--- src/rtl/round_controller.sv ---
// Round sequencing for a frogger-style game: start/play/hold/game-over flow,
// round timer, lives bookkeeping and one-cycle pulses to the victory counter.
module round_controller #(
  parameter int unsigned TIME_LIMIT = 60,
  parameter int unsigned HOLD_TICKS = 8,
  parameter int unsigned LIVES      = 3,
  parameter int unsigned WIN_TARGET = 9
) (
  input  logic       clock,
  input  logic       reset,
  input  logic       tick,
  input  logic       start,
  input  logic       frog_at_top,
  input  logic       collision,
  input  logic [3:0] count,
  output logic       win,
  output logic       lose,
  output logic       frog_reset,
  output logic       counter_clear,
  output logic [2:0] state,
  output logic [6:0] timer,
  output logic [1:0] lives
);

  typedef enum logic [2:0] {
    ST_IDLE      = 3'd0,
    ST_PLAY      = 3'd1,
    ST_WIN_HOLD  = 3'd2,
    ST_LOSE_HOLD = 3'd3,
    ST_OVER      = 3'd4
  } state_e;

  localparam logic [6:0] TIME_LOAD  = 7'(TIME_LIMIT);
  localparam logic [3:0] HOLD_LAST  = 4'(HOLD_TICKS);
  localparam logic [1:0] LIVES_LOAD = 2'(LIVES);
  localparam logic [3:0] WIN_GOAL   = 4'(WIN_TARGET);

  state_e     state_q, state_d;
  logic [6:0] timer_q, timer_d;
  logic [1:0] lives_q, lives_d;
  logic [3:0] hold_q, hold_d;
  logic       start_q, start_d;
  logic       armed_q, armed_d;
  logic       win_q, win_d;
  logic       lose_q, lose_d;
  logic       frog_reset_q, frog_reset_d;
  logic       counter_clear_q, counter_clear_d;
  logic       start_edge;
  logic       hold_done;

  // State register and registered outputs
  always_ff @(posedge clock or negedge reset) begin
    if (!reset) begin
      state_q         <= ST_IDLE;
      timer_q         <= 7'd0;
      lives_q         <= 2'd0;
      hold_q          <= 4'd0;
      start_q         <= 1'b0;
      armed_q         <= 1'b0;
      win_q           <= 1'b0;
      lose_q          <= 1'b0;
      frog_reset_q    <= 1'b0;
      counter_clear_q <= 1'b0;
    end else begin
      state_q         <= state_d;
      timer_q         <= timer_d;
      lives_q         <= lives_d;
      hold_q          <= hold_d;
      start_q         <= start_d;
      armed_q         <= armed_d;
      win_q           <= win_d;
      lose_q          <= lose_d;
      frog_reset_q    <= frog_reset_d;
      counter_clear_q <= counter_clear_d;
    end
  end

  // Next-state, counters and pulse requests
  always_comb begin
    state_d         = state_q;
    timer_d         = timer_q;
    lives_d         = lives_q;
    hold_d          = hold_q;
    win_d           = 1'b0;
    lose_d          = 1'b0;
    frog_reset_d    = 1'b0;
    counter_clear_d = 1'b0;
    start_d         = start;
    // A button already held through reset must be released before it can start a game.
    armed_d         = armed_q | ~start;
    start_edge      = start & ~start_q & armed_q;
    hold_done       = (hold_q >= HOLD_LAST);

    case (state_q)
      ST_IDLE: begin
        if (start_edge) begin
          state_d         = ST_PLAY;
          timer_d         = TIME_LOAD;
          lives_d         = LIVES_LOAD;
          counter_clear_d = 1'b1;
          frog_reset_d    = 1'b1;
        end else begin
          state_d = ST_IDLE;
        end
      end
      ST_PLAY: begin
        if (collision || (timer_q == 7'd0 && !frog_at_top)) begin
          lose_d  = 1'b1;
          lives_d = (lives_q == 2'd0) ? 2'd0 : lives_q - 2'd1;
          hold_d  = 4'd0;
          state_d = ST_LOSE_HOLD;
        end else if (frog_at_top) begin
          win_d   = 1'b1;
          hold_d  = 4'd0;
          state_d = ST_WIN_HOLD;
        end else if (tick) begin
          timer_d = timer_q - 7'd1;
        end else begin
          timer_d = timer_q;
        end
      end
      ST_WIN_HOLD, ST_LOSE_HOLD: begin
        if (hold_done) begin
          // count is only trusted here, well after the counter has absorbed the win pulse.
          if ((state_q == ST_WIN_HOLD) ? (count >= WIN_GOAL) : (lives_q == 2'd0)) begin
            state_d = ST_OVER;
          end else begin
            state_d      = ST_PLAY;
            timer_d      = TIME_LOAD;
            frog_reset_d = 1'b1;
          end
        end else if (tick) begin
          hold_d = hold_q + 4'd1;
        end else begin
          hold_d = hold_q;
        end
      end
      ST_OVER: begin
        if (start_edge) begin
          state_d = ST_IDLE;
        end else begin
          state_d = ST_OVER;
        end
      end
      default: begin
        state_d = ST_IDLE;
      end
    endcase
  end

  assign win           = win_q;
  assign lose          = lose_q;
  assign frog_reset    = frog_reset_q;
  assign counter_clear = counter_clear_q;
  assign state         = state_q;
  assign timer         = timer_q;
  assign lives         = lives_q;

endmodule

--- config.mk ---
export PLATFORM = sky130hd
export DESIGN_NAME = round_controller
export DESIGN_NICKNAME = d
export VERILOG_FILES = /design/src/rtl/round_controller.sv
export SDC_FILE = /design/constraint.sdc
export NUM_CORES = 1
export LEC_CHECK = 0
export CORE_MARGIN = 2
export CORE_UTILIZATION = 42
export DETAILED_ROUTE_END_ITERATION = 8
export GPL_TIMING_DRIVEN = 1
export PLACE_DENSITY = 0.71
export SETUP_SLACK_MARGIN = 0.02
export SKIP_CTS_REPAIR_TIMING = 1
export SLEW_MARGIN = 20
export SYNTH_ARGS = -nofsm -noshare
export SYNTH_HDL_FRONTEND = slang
export SYNTH_SLANG_ARGS = --single-unit
--- constraint.sdc ---
create_clock -name clock -period 1.91 [get_ports clock]
set_input_delay 0.382 -clock clock [delete_from_list [all_inputs] [get_ports clock]]
set_output_delay 0.382 -clock clock [all_outputs]
set_load 0.005 [all_outputs]
Word level (Yosys, flattened, before mapping)
Cells that the tools add are included.
{"block": "totals", "in_bits": 10, "word_cells": 82, "out_inout_bits": 16, "ff_bits": 22}
{"block": "classes", "n_lt_le_gt_ge": 2, "mux": 34, "eq_ne": 14, "n_reduce_logical": 14, "n_addsub": 3, "bitwise_logic": 5}
{"operator": "$mux 7", "count": 6}
{"operator": "$pmux 7 s3", "count": 1}
{"operator": "$ne 2x2->1 const B", "count": 9}
{"operator": "$mux 4", "count": 4}
{"operator": "$mux 3", "count": 5}
{"operator": "$pmux 3 s4", "count": 1}
{"operator": "$mux 1", "count": 11}
{"operator": "$ge 4x4->1 const B", "count": 2}
{"operator": "$pmux 4 s2", "count": 1}
{"operator": "$logic_not 7->1", "count": 1}
{"operator": "$reduce_and 7->1", "count": 1}
{"operator": "$sub 7x1->7 const B", "count": 1}
{"operator": "$eq 3x2->1 const B", "count": 2}
{"operator": "$mux 2", "count": 3}
{"operator": "$add 4x1->4 const B", "count": 1}
{"operator": "$pmux 2 s2", "count": 1}
{"operator": "$reduce_and 4->1", "count": 1}
{"operator": "$reduce_bool 2->1", "count": 2}
{"operator": "$eq 3x1->1 const B", "count": 1}
{"operator": "$eq 3x3->1 const B", "count": 1}
{"operator": "$logic_not 3->1", "count": 1}
{"operator": "$ne 3x3->1 const B", "count": 1}
{"operator": "$reduce_and 3->1", "count": 1}
{"operator": "$reduce_bool 3->1", "count": 1}
{"operator": "11 further kinds", "count": 13}

Longest topological paths before layout
{"block": "logic_depth", "word_depth": 5, "ltp_mapped": 8}

Worst setup path after synthesis
Ideal clock, no wire load.
{"block": "synth_timing", "path_type": "register to register", "from": "register timer_q[0] (netlist: timer[0])", "to": "register timer_q[1] (netlist: timer[1])", "setup_time_ps": 125, "synth_period_minus_slack_ps": 1855, "stages_incl_launch_ff": 9, "t_arrival_ps": 1730, "slack_ps": 55, "cell_sequence": "dfrtp_1 inv_1 ha_1 nor4b_4 and3_1 o21ai_2 and3_1 buf_6 mux2_4"}
{"block": "synth_via", "elab_chain_cells": 5, "word_cells_on_any_way": 10, "classes_between": "add/sub: 1; eq/ne: 1; mux: 4; reduce/logical: 4"}
{"item": "start, declared", "line_no": "39", "source": "logic [6:0] timer_q, timer_d;"}
{"item": "start signal, assigned", "line_no": "66", "source": "timer_q <= timer_d;"}
{"item": "$sub 7x1->7 / $logic_not 7->1 (equally long branches)", "line_no": "117, 107"}
{"item": "$mux 7 / $logic_and 1x1->1 (equally long branches)", "line_no": "116, 107"}
{"item": "$mux 7 / $logic_or 1x1->1 (equally long branches)", "line_no": "112, 107"}
{"item": "$mux 7 / $ne 2x2->1 (equally long branches)"}
{"item": "$pmux 7 s3 / $reduce_and 7->1 (equally long branches)"}
Parallel ways exist; a longest one is shown, timed or not. The select of a mux whose other input is x is not followed.
A chain may end at the register's enable or synchronous reset.

Worst setup path after layout
{"block": "layout_timing", "from": "register timer_q[0] (netlist: timer[0])", "to": "register hold_q[1]"}
{"block": "layout_via", "elab_chain_cells": 5, "word_cells_on_any_way": 7, "classes_between": "eq/ne: 1; mux: 2; reduce/logical: 4"}
{"item": "$logic_not 7->1 (*)", "line_no": "107", "source": "if (collision || (timer_q == 7'd0 && !frog_at_top)) begin"}
{"item": "$logic_and 1x1->1 (*)", "line_no": "107"}
{"item": "$logic_or 1x1->1 (*)", "line_no": "107"}
{"item": "$ne 3x3->1 (no line) / $mux 4 (equally long branches)"}
{"item": "$reduce_and 4->1 (no line) / $pmux 4 s2 (equally long branches)"}
{"item": "end signal, assigned", "line_no": "68", "source": "hold_q <= hold_d;"}
{"item": "end, declared", "line_no": "41", "source": "logic [3:0] hold_q, hold_d;"}
Every way passes the cells marked *; elsewhere a longest branch is shown, timed or not.

==> run summary <==
The flow ran to the end, and the final reports show no timing, DRC or antenna violations. At the end of the flow, the number of nets in the layout was 181. At the worst endpoint, the required time is 2.13 ns. Across the run, the number of max-cap violations was 0. In this run, the combinational gates consume 55.6% of the power. The power share of the sequential group is 33.2%. For this design the top-level I/O count stands at 26. Measured on the finished design, the core utilization comes to 62.4%.

Dividing the final minimum period by the clock period gives 95.2%. Element type at the critical path end: a flip-flop. The area fraction in and, or, nand and nor cells after synthesis works out to 23.9%. By area, the combinational part of the netlist is dominated by simple AND/OR/NAND/NOR gates. The routed length per instance came out at 13.9 um. Critical path data arrival time: 2.03 ns. The static leakage was 0.756 nW; the maximum clock frequency was 550 MHz.

For the pin with the worst max-slew slack, the measured transition is 0.539 ns. The number of endpoints failing setup at the final stage is 0, and the count of input and output buffers is 25. Root buffer cell: clkbuf_4. STA classifies the critical path startpoint as a flip-flop.

The number of buffers created by CTS is 3. The number of antenna-violating nets in the routed design is 0, and the xor/xnor share of the synthesized area is 0%. In this run the deepest clock path goes through 2 buffers. TritonCTS built the clock tree.

Among all flip-flop cells after synthesis, the most frequent one is dfrtp_1. The total grt overflow is 0, and the detailed-route via count is 1033. For this run, design rule violations remaining after detail routing come to 0. Entering global routing, the biggest net connects 23 pins. For this configuration, the core starts out at a cell density of 43.9%. The run gives 802 uV as the peak ir drop on the vdd network. The category of the critical setup timing path was flip-flop to flip-flop.

The floorplan step defined a die boundary enclosing 3300 sq um. For this run, the total global-route usage over all layers was measured as 18.5%. The run gives 1200 sq um as the area of the mapped netlist. Setup repair after global routing could not meet its margin everywhere. In this run the horizontal extent of the chip is 57.5 um. The number of cells on the worst reg-to-reg path is 7. The class of the worst hold path was primary input to asynchronous set/reset pin.

Clock-pin slew was measured on the worst setup and hold paths at 0.12 ns. Relative to the synthesized area, the layout overhead comes to 42.0%. The clock share of power was 11.2%. The die is 57.5 um tall. The number of synthesized register bits was 22. The synthesized-area fraction occupied by adder cells works out to 4.17%.

Routability-driven placement finished with a final weighted congestion of 0.862. The post-synthesis mux area share was 2.08%; the count of yosys warnings during synthesis was 0. The mean instance size in the synthesized netlist is 10.3 sq um, and the switching portion of total power is 36.7%. The share of the Yosys chip area taken by registers is 45.8%. Counting every instance in the synthesized netlist gives 117. Cells with a size suffix above 1 make up 26.5% of the layout. The tightest slew margin relative to the limit is 64.0%. The number of iterations in the first detailed-routing pass came out at 4. Net count of the mapped netlist: 131. After layout, the minimum clock period comes to 1.82 ns.

The final layout contains routed wiring with a total length of 2.74 mm. The peak fanout along the critical path was 5; the per-cell via count in the routed design was 5.24. The total half-perimeter wirelength after legalization and detailed placement is 2.15 mm.

The total power after layout was 0.00232 W. The first global-routing pass estimated 4.71 mm of wire. For the level count of the clock H-tree, the log shows 1.

For this block, the initial DRC count from the detailed router was 16. Counting every sink on the clock net gives 22. The count of flip-flops with a built-in enable after synthesis works out to 0. The library cell used most frequently in the layout, excluding fill and tap cells, is clkdlybuf4s50_1. In this run the power density over the cells is 1360 nW/um^2. The logs give 2730 sq um for the area of the core and 0 for the number of antenna violations at the first check in global routing. Cell internal power was estimated by the tool at 0.00147 W. The net switching power of the design was 0.000849 W; the number of placement rows was 19. The run gives 1082 as the via count of the first global-routing pass.

The repair_antennas step left the layout with diodes totalling 0. In this run the register-to-register setup slack is 0.09 ns. The unique cell type count in the Yosys netlist was 36. In the layout the commonest cells are clkdlybuf4s50_1 (24), dfrtp_1 (21), buf_4 (21), nor2_1 (14).

The run gives 0 as the number of hold violations in the final report. The final count of pins violating max slew was 0. The run gives 0.31 ns as the clock latency of the later-clocked register in the worst-skew pair. For the final database, setup skew stands at 0.00348 ns. Summing the areas of all compound-gate instances in the mapped netlist gives 19.0% of the synthesized area.

For this run, asynchronously set or reset flops after synthesis account for 100%.
-- cell families (layout without fill, tap and decap cells) --
group	count (synthesis)	in the layout
fa+ha+maj	4	4
flops	22	22
mux	2	2
compound gates	26	26
buf+inv	12	61
simple gates	51	51
-- routing by layer --
layer / up-vias / wire length [um] / GRT usage (%)
li1: 514 / - / -
met1: 495 / 1150 / 21.8
met2: 19 / 1470 / 33.4
met3: 5 / 66 / 2.04
met4: 0 / 55 / 7.97
met5: - / 0 / 0
-- layout make-up --
type                    count  area (sq um)
clock buffers               4          36.3
fillers                   237          1030
inverters                   9          33.8
multi-input cells          83           612
flip-flops and latches     22           552
well taps                  31          38.8
repair buffers             48           433
-- worst paths after layout --
check                                      from               endpoint
setup / recovery           timer[0]$_DFFE_PN0P_  hold_q[1]$_DFFE_PN0P_
hold / removal                            reset   timer[2]$_DFFE_PN0P_
setup reg to reg           timer[0]$_DFFE_PN0P_  hold_q[1]$_DFFE_PN0P_
hold reg to reg               armed_q$_DFF_PN0_      armed_q$_DFF_PN0_
max in group asynchronous                 reset   state[0]$_DFFE_PN0P_
min in group clock                    collision          win$_DFF_PN0_
-- registers in the layout (all words and copies together) (netlist names) --
| name | flops |
|---|---|
| timer | 7 |
| hold_q | 4 |
| state | 3 |
| lives | 2 |
| armed_q | 1 |
| counter_clear | 1 |
| frog_reset | 1 |
| lose | 1 |
| start_q | 1 |
| win | 1 |
-- cells in the mapped netlist, drive strengths merged (3+ instances only) --
| master | count | area share, % |
|---|---|---|
| dfrtp | 22 | 46 |
| nor3 | 3 | 1.2 |
| inv | 9 | 2.8 |
| nor2 | 14 | 4.4 |
| a21oi | 5 | 2.1 |
| ha | 4 | 4.2 |
| nand2b | 7 | 3.6 |
| nand2 | 7 | 2.2 |
| nor3b | 3 | 1.9 |
| o21ai | 6 | 3.1 |
| a22o | 3 | 2.2 |
| and3 | 3 | 1.6 |
| nand3 | 5 | 2.1 |
-- worst max-delay path, stage by stage (launching register included) --
cell       delay, ns
dfrtp_1         0.41
inv_2           0.08
ha_4            0.12
nor4b_4         0.29
a211oi_4        0.12
a2111oi_4       0.33
o21ai_2         0.12
a32o_2          0.25
-- stage by stage --
stage | instances | setup slack [ns] | hold slack (ns) | TNS (ns) | instance area (sq um)
2_1_floorplan | 117 | 0.0546 | 0.0864 | 0 | 1200
3_3_place_gp | 191 | -0.143 | 0.453 | -1.29 | 1620
3_5_place_dp | 191 | -0.195 | 0.453 | -1.96 | 1620
4_1_cts | 195 | -0.0499 | 0.406 | -0.132 | 1660
5_1_grt | 197 | -0.0589 | 0.440 | -0.0719 | 1710
6_report | 197 | 0.0923 | 0.407 | 0 | 1710
-- power groups by stage --
stage / Combinational (W) / Sequential, W / Clock [W]
2_1_floorplan: 0.000652 / 0.000780 / 0
3_3_place_gp: 0.00119 / 0.000763 / 0
3_5_place_dp: 0.00123 / 0.000777 / 0
4_1_cts: 0.00123 / 0.000766 / 0.000271
5_1_grt: 0.00142 / 0.000794 / 0.000278
6_report: 0.00129 / 0.000769 / 0.000260
No activity file was read; power rests on OpenSTA's default activity.
